[config.mk]
export PLATFORM = sky130hd
export DESIGN_NAME = z16_instr_encoder
export DESIGN_NICKNAME = d
export VERILOG_FILES = /design/src/rtl/z16_instr_encoder.sv
export SDC_FILE = /design/constraint.sdc
export NUM_CORES = 1
export LEC_CHECK = 0
export CORE_MARGIN = 10
export CORE_UTILIZATION = 25
export DETAILED_ROUTE_END_ITERATION = 6
export GPL_ROUTABILITY_DRIVEN = 0
export SYNTH_ARGS = -nofsm -noshare
export SYNTH_HDL_FRONTEND = slang
export SYNTH_SLANG_ARGS = --single-unit
export TNS_END_PERCENT = 1
[constraint.sdc]
create_clock -name i_clk -period 2.8 [get_ports i_clk]
set_clock_uncertainty 0.1 [all_clocks]
set_input_delay 0.56 -clock i_clk [delete_from_list [all_inputs] [get_ports i_clk]]
set_output_delay 0.56 -clock i_clk [all_outputs]
set_load 0.02 [all_outputs]
[src/rtl/z16_instr_encoder.sv]
// z16_instr_encoder
// Packs decoded Z16 instruction fields into 16-bit instruction words.
// Accepted words are buffered in a small FIFO and written to consecutive
// instruction-memory addresses through a granted write port.
// Build option: define Z16_ENC_RANGE_CHECK_EN to reject beats whose immediate
// does not fit its field (sets o_err, counts o_rej_cnt). When it is left
// undefined, immediates are truncated to the field width and o_err/o_rej_cnt
// are held at zero.
module z16_instr_encoder #(
  parameter int                DEPTH     = 4,
  parameter int                ADDR_W    = 16,
  parameter logic [ADDR_W-1:0] BASE_ADDR = 16'h0000,
  parameter int                ADDR_STEP = 2
) (
  input  logic              i_clk,
  input  logic              i_rst_n,
  input  logic              i_clear,
  input  logic              i_valid,
  output logic              o_ready,
  input  logic [3:0]        i_opcode,
  input  logic [3:0]        i_rd,
  input  logic [3:0]        i_rs1,
  input  logic [3:0]        i_rs2,
  input  logic [15:0]       i_imm,
  output logic              o_mem_wen,
  output logic [ADDR_W-1:0] o_mem_addr,
  output logic [15:0]       o_mem_wdata,
  input  logic              i_mem_gnt,
  output logic              o_busy,
  output logic              o_err,
  output logic [7:0]        o_rej_cnt
);

  localparam int                PTR_W    = (DEPTH > 1) ? $clog2(DEPTH) : 1;
  localparam int                CNT_W    = PTR_W + 1;
  localparam logic [CNT_W-1:0]  FULL_CNT = CNT_W'(DEPTH);
  localparam logic [ADDR_W-1:0] STEP     = ADDR_W'(ADDR_STEP);
  localparam logic [PTR_W-1:0]  PTR_ONE  = PTR_W'(1);
  localparam logic [CNT_W-1:0]  CNT_ONE  = CNT_W'(1);

  // Pack fields into the Z16 word; only the low immediate byte can land in a field.
  function automatic logic [15:0] f_encode(input logic [3:0] op, input logic [3:0] rd,
                                           input logic [3:0] rs1, input logic [3:0] rs2,
                                           input logic [7:0] imm8);
    logic [15:0] word;
    case (op)
      4'h9:             word = {imm8, rd, op};
      4'hA, 4'hC, 4'hD: word = {imm8[3:0], rs1, rd, op};
      4'hB:             word = {rs2, rs1, imm8[3:0], op};
      default:          word = {rs2, rs1, rd, op};
    endcase
    return word;
  endfunction

  logic [15:0]      r_mem [DEPTH];
  logic [PTR_W-1:0] r_wr_ptr;
  logic [PTR_W-1:0] r_rd_ptr;
  logic [CNT_W-1:0] r_count;
  logic [ADDR_W-1:0] r_addr;

  logic        w_full;
  logic        w_empty;
  logic        w_accept;
  logic        w_fits;
  logic        w_push;
  logic        w_pop;
  logic [15:0] w_word;

  assign w_full   = (r_count == FULL_CNT);
  assign w_empty  = (r_count == {CNT_W{1'b0}});
  assign o_ready  = !w_full && !i_clear;
  assign w_accept = i_valid && o_ready;
  assign w_word   = f_encode(i_opcode, i_rd, i_rs1, i_rs2, i_imm[7:0]);
  assign w_push   = w_accept && w_fits;
  // A clear cycle never retires the head word, even if the memory grants it.
  assign w_pop    = !w_empty && i_mem_gnt && !i_clear;

  assign o_mem_wen   = !w_empty;
  assign o_busy      = !w_empty;
  assign o_mem_addr  = r_addr;
  assign o_mem_wdata = w_empty ? 16'h0000 : r_mem[r_rd_ptr];

`ifdef Z16_ENC_RANGE_CHECK_EN
  // True when the sign-extended immediate fits the field its opcode encodes.
  function automatic logic f_imm_fits(input logic [3:0] op, input logic [15:0] imm);
    logic ok;
    case (op)
      4'h9:                   ok = (imm[15:7] == 9'h000) || (imm[15:7] == 9'h1FF);
      4'hA, 4'hB, 4'hC, 4'hD: ok = (imm[15:3] == 13'h0000) || (imm[15:3] == 13'h1FFF);
      default:                ok = 1'b1;
    endcase
    return ok;
  endfunction

  logic       w_rej;
  logic       r_err;
  logic [7:0] r_rej_cnt;

  assign w_fits    = f_imm_fits(i_opcode, i_imm);
  assign w_rej     = w_accept && !w_fits;
  assign o_err     = r_err;
  assign o_rej_cnt = r_rej_cnt;

  // Sticky reject flag and saturating reject counter; clear wipes both.
  always_ff @(posedge i_clk or negedge i_rst_n) begin
    if (!i_rst_n) begin
      r_err     <= 1'b0;
      r_rej_cnt <= 8'h00;
    end else if (i_clear) begin
      r_err     <= 1'b0;
      r_rej_cnt <= 8'h00;
    end else if (w_rej) begin
      r_err <= 1'b1;
      if (r_rej_cnt != 8'hFF) begin
        r_rej_cnt <= r_rej_cnt + 8'h01;
      end
    end
  end
`else
  logic w_unused_imm;

  assign w_fits       = 1'b1;
  assign w_unused_imm = ^i_imm[15:8];
  assign o_err        = 1'b0;
  assign o_rej_cnt    = 8'h00;
`endif

  // FIFO data storage; occupancy alone decides which entries are live.
  always_ff @(posedge i_clk) begin
    if (w_push) begin
      r_mem[r_wr_ptr] <= w_word;
    end
  end

  // Pointers, occupancy and write address; clear takes priority over push/pop.
  always_ff @(posedge i_clk or negedge i_rst_n) begin
    if (!i_rst_n) begin
      r_wr_ptr <= {PTR_W{1'b0}};
      r_rd_ptr <= {PTR_W{1'b0}};
      r_count  <= {CNT_W{1'b0}};
      r_addr   <= BASE_ADDR;
    end else if (i_clear) begin
      r_wr_ptr <= {PTR_W{1'b0}};
      r_rd_ptr <= {PTR_W{1'b0}};
      r_count  <= {CNT_W{1'b0}};
      r_addr   <= BASE_ADDR;
    end else begin
      if (w_push) begin
        r_wr_ptr <= r_wr_ptr + PTR_ONE;
      end
      if (w_pop) begin
        r_rd_ptr <= r_rd_ptr + PTR_ONE;
        r_addr   <= r_addr + STEP;
      end
      case ({w_push, w_pop})
        2'b10:   r_count <= r_count + CNT_ONE;
        2'b01:   r_count <= r_count - CNT_ONE;
        default: r_count <= r_count;
      endcase
    end
  end

endmodule

== Yosys cells after proc, flatten, opt, wreduce, memory -nomap -nowiden ==
Memory sizes are Yosys's and may differ from the RTL's.
Cells that the tools add are included.
Operators by class
  $add $sub $neg: 5
  multiplexer cells: 12
  reduce and logical (&&, ||, !) cells: 12
  eq/ne operators: 8
Operators with widths (number)
  two-way mux 16 bit: 3
  one-hot mux 16 bit (3 select lines): 1
  == test 4 bit (second input constant): 5
  adder 16 x 2 -> 16 bit (second input constant): 1
  two-way mux 2 bit: 4
  one-hot mux 3 bit (2 select lines): 1
  adder 2 x 1 -> 2 bit (second input constant): 2
  logical AND 1 bit: 4
  nonzero test 2 bit: 2
  adder 3 x 1 -> 3 bit (second input constant): 1
  == test 3 bit (second input constant): 1
  logical NOT 1 bit: 3
  logical NOT 3 bit: 1
  two-way mux 3 bit: 1
  nonzero test 3 bit: 1
  OR reduction 3 bit: 1
  subtractor 3 x 1 -> 3 bit (second input constant): 1
  == test 2 x 1 -> 1 bit (second input constant): 1
  == test 2 bit (second input constant): 1
  two-way mux 1 bit: 2
Storage, ports and cells
  input bits: 37
  word-level logic and storage cells: 42
  output and inout port bits: 44
  memories: 1
  register bits: 23
  bits in writable memories: 64
Memory list
  r_mem: words 4, width 16, rd ports 1, clocked after Yosys merged registers in 0, wr ports 1, RTL line 55  | logic [15:0] r_mem [DEPTH];

== Logic depth before layout (Yosys ltp) ==
  depth after elaboration: 7
  depth in mapped cells: 6
  gate-level depth less buffers: 6

== Worst setup path after synthesis ==
No wires, ideal clock.
  path type: flip-flop to output port
  from: register r_count[0]
  to: output o_mem_wen
  buffers on the path: 2
  required time: 2.140 ns
  arrival time: 1.656 ns
  path slack: 0.484 ns
  cell stages (with the launch flop): 5
  path through: dfrtp_1 nor3_1 clkbuf_1 inv_1 buf_4
Between the ends
  cells in the longest elaborated chain, start to end: 2
Ends and longest elaborated chain
  from (decl): RTL line 58  | logic [CNT_W-1:0] r_count;
  from (signal assigned): RTL line 140  | r_count <= {CNT_W{1'b0}};
  from (signal assigned): RTL line 145  | r_count <= {CNT_W{1'b0}};
  from (signal assigned): RTL line 156  | 2'b10: r_count <= r_count + CNT_ONE;
  logical NOT 3 bit: RTL line 70  | assign w_empty = (r_count == {CNT_W{1'b0}});
  logical NOT 1 bit
  to (decl): RTL line 25  | output logic o_mem_wen,
Every way passes these cells.

== Worst setup path after layout ==
  from: register r_rd_ptr[0]
  to: output o_mem_wdata[7]
Between the ends
  cells in the longest elaborated chain, start to end: 2
Ends and longest elaborated chain
  from (decl): RTL line 57  | logic [PTR_W-1:0] r_rd_ptr;
  from (signal assigned): RTL line 139  | r_rd_ptr <= {PTR_W{1'b0}};
  from (signal assigned): RTL line 144  | r_rd_ptr <= {PTR_W{1'b0}};
  from (signal assigned): RTL line 152  | r_rd_ptr <= r_rd_ptr + PTR_ONE;
  memory read (4 x 16 bit)
  two-way mux 16 bit: RTL line 81  | assign o_mem_wdata = w_empty ? 16'h0000 : r_mem[r_rd_ptr];
  to (decl): RTL line 27  | output logic [15:0] o_mem_wdata,
Every way passes these cells.

==> impl_metrics.env <==
export IMPL_arrival_ns=1.92
export IMPL_firstDrtPassIters=4
export IMPL_outcome="finished, final reports clean"
export IMPL_synthCells=271
export IMPL_die_h_um=146
export IMPL_ys_seq_area_share_pct=62.3
export IMPL_worstMarginPinSlew_ns=0.687
export IMPL_critPathMaxFanout=8
export IMPL_num_antenna_cells=0
export IMPL_reg2reg_depth=6
export IMPL_cp_required_ns=2.14
export IMPL_placed_cells=547
export IMPL_fmax_mhz=387
export IMPL_grt_overflow=0
export IMPL_end_kind="output pin"
export IMPL_wl_mm=8.93
export IMPL_syn_area_um2=3970
export IMPL_ys_types=45
export IMPL_layout_common_cells="64 x edfxtp_1, 46 x clkdlybuf4s50_1, 22 x dfrtp_1, 18 x nor2b_1, 17 x nand2_1"
export IMPL_rows=45
export IMPL_clockBufferDepth=2
export IMPL_grt_max_degree=27
export IMPL_final_antenna_net_count=0
export IMPL_initial_core_util_pct=25.8
export IMPL_syn_avg_cell_area_um2=14.6
export IMPL_syn_to_final_growth_pct=32.2
export IMPL_layout_drive_gt1_share_pct=17.9
export IMPL_layout_cells_non_filler=563
export IMPL_grt_pass1_vias=2561
export IMPL_io_buffers=62
export IMPL_drc=0
export IMPL_power_density_nw_per_um2=760
export IMPL_layout_nets=390
export IMPL_maxCapViolCount=0
export IMPL_ys_ff_latch=86
export IMPL_cts_num_sinks=86
export IMPL_async_flop_share_pct=25.6
export IMPL_htree_levels=3
export IMPL_io_pins=81
export IMPL_hp_class="primary input to asynchronous set/reset pin"
export IMPL_tns_ns=0
export IMPL_drt_wirelength_per_cell_um=15.9
export IMPL_setup_viol=0
export IMPL_core_um2=15400
export IMPL_drt_iter0_drc=208
export IMPL_vias_per_cell=4.36
export IMPL_ctsRootBufferMaster="clkbuf_16"
export IMPL_synth_area_leaders="edfxtp_1 48%, dfrtp_1 14%, mux4_2 9.1%"
export IMPL_pre_cts_slack_ns=0.193
export IMPL_cts_tree="done"
export IMPL_synth_top_area_share_pct=48.4
export IMPL_grt_pass1_wl_mm=14.0
export IMPL_fill_cells=1476
export IMPL_hold_violations=0
export IMPL_antenna_found_initial=0
export IMPL_layout_commonest_cell="edfxtp_1"
export IMPL_start_kind="flop"
export IMPL_die_area_um2=21300
export IMPL_die_width_um=146
export IMPL_clk_pin_slew_ns=0.06
export IMPL_synth_warnings=0
export IMPL_slew_viol_final=0
export IMPL_yosys_area_top_type="edfxtp_1"
export IMPL_fin_crit_sh_pct=92.2
export IMPL_r2r_slack_ns=0.80
export IMPL_vias=2453
export IMPL_ir_worst_vdd_mv=0.313
export IMPL_synth_edf_count=64
export IMPL_dp_hpwl_mm=6.23
export IMPL_cts_buffers=9
export IMPL_period_needed_ns=2.58
export IMPL_insertion_delay_ns=0.33
export IMPL_setup_slack_ns=0.218
export IMPL_rsz0062_at_grt="false"
export IMPL_max_slew_margin_pct=53.7
export IMPL_synthFlopType="edfxtp_1"
export IMPL_track_usage_pct=8.26
export IMPL_leakagePower_nw=2.00
export IMPL_critPathKind="flop to output pin"
## layer usage
layer | global-route usage, % | vias up | share of wire [%]
li1 | - | 1141 | -
met1 | 9.56 | 1256 | 42
met2 | 14.3 | 52 | 53
met3 | 2.14 | 4 | 4.3
met4 | 3.20 | 0 | 1.1
met5 | 0 | - | 0
## what timing repair did
item                       4_1_cts  5_1_grt
setup buffers                    0        0
hold buffers                     0        0
setup endpoints to repair       14       11
resized for setup                7       11
## final cells by class
| type | instances | area, µm² | area share, % |
|---|---|---|---|
| Tap cell | 211 | 264 | 5.03 |
| Clock inverter | 7 | 55.1 | 1.05 |
| Timing Repair Buffer | 78 | 828 | 15.8 |
| Sequential cell | 86 | 2470 | 47.1 |
| Inverter | 6 | 22.5 | 0.429 |
| Multi-Input combinational cell | 166 | 1380 | 26.3 |
| Clock buffer | 9 | 225 | 4.29 |
## power by group
| part | internal, mW | total, mW | switching (mW) | leakage, nW |
|---|---|---|---|---|
| clock | 0.613 | 1.11 | 0.500 | 0.139 |
| sequential | 1.47 | 1.52 | 0.0562 | 0.885 |
| combinational | 0.644 | 1.35 | 0.704 | 0.978 |
| total | 2.73 | 3.99 | 1.26 | 2.00 |
## state kept, by name, indices dropped and copies added (netlist names)
register / count
r_count: 3
r_mem: 64
r_wr_ptr: 2
r_rd_ptr: 2
o_mem_addr: 15
## critical path, stage by stage (launching register included)
cell           delay [ns]
dfrtp_1              0.36
buf_4                0.21
mux4_2               0.51
nor2b_1              0.17
dlygate4sd2_1        0.34
## per-stage QoR
stage               util (%)  power [mW]  hold WS (ns)  area (µm²)
finish                  34.1        3.99         0.476        5250
global route            34.1        4.21         0.502        5250
CTS                     34.0        4.08         0.474        5220
detailed placement      32.1        2.97         0.456        4930
global placement        32.1        2.94         0.442        4930
floorplan                  -        2.36         0.164        4000
## Yosys cell counts, types with 2 or more instances
cell       n
xor2_1     6
nor3_1     3
nand2_1   17
nor3b_1    3
xnor2_1    5
buf_4     12
mux2_2     9
and2_1     5
o21a_1     2
or4_1      4
nand3_1    5
o31ai_1    5
o21ai_0    5
nand4_1    2
nand2b_1   2
a21oi_1    9
buf_2      4
dfrtp_1   22
mux4_2    16
a22oi_1    4
ha_1       5
nor2_1    14
or3_1      2
clkbuf_1   4
edfxtp_1  64
inv_1      6
nor2b_1   18
## logic make-up after synthesis
group,after synthesis,share of synthesized area (%)
AO/OA/AOI/OAI,31,5.45
XOR/XNOR,11,2.43
adder cells (fa/ha/maj),6,2.08
buffers and inverters,28,4.10
flip-flops,86,62.3
multiplexers,27,12.2
other,1,0.0945
AND/OR/NAND/NOR,81,11.4
## worst paths after layout
path	endpoint	start
min in group i_clk	o_mem_addr[7]	o_mem_addr[7]
max in group asynchronous	r_count[0]	i_rst_n
max reg2reg	r_count[0]	r_count[0]
min	o_mem_addr[4]	i_rst_n
min reg2reg	o_mem_addr[7]	o_mem_addr[7]
max	o_mem_wdata[7]	r_rd_ptr[0]
Power figures use the tool's default switching activity.
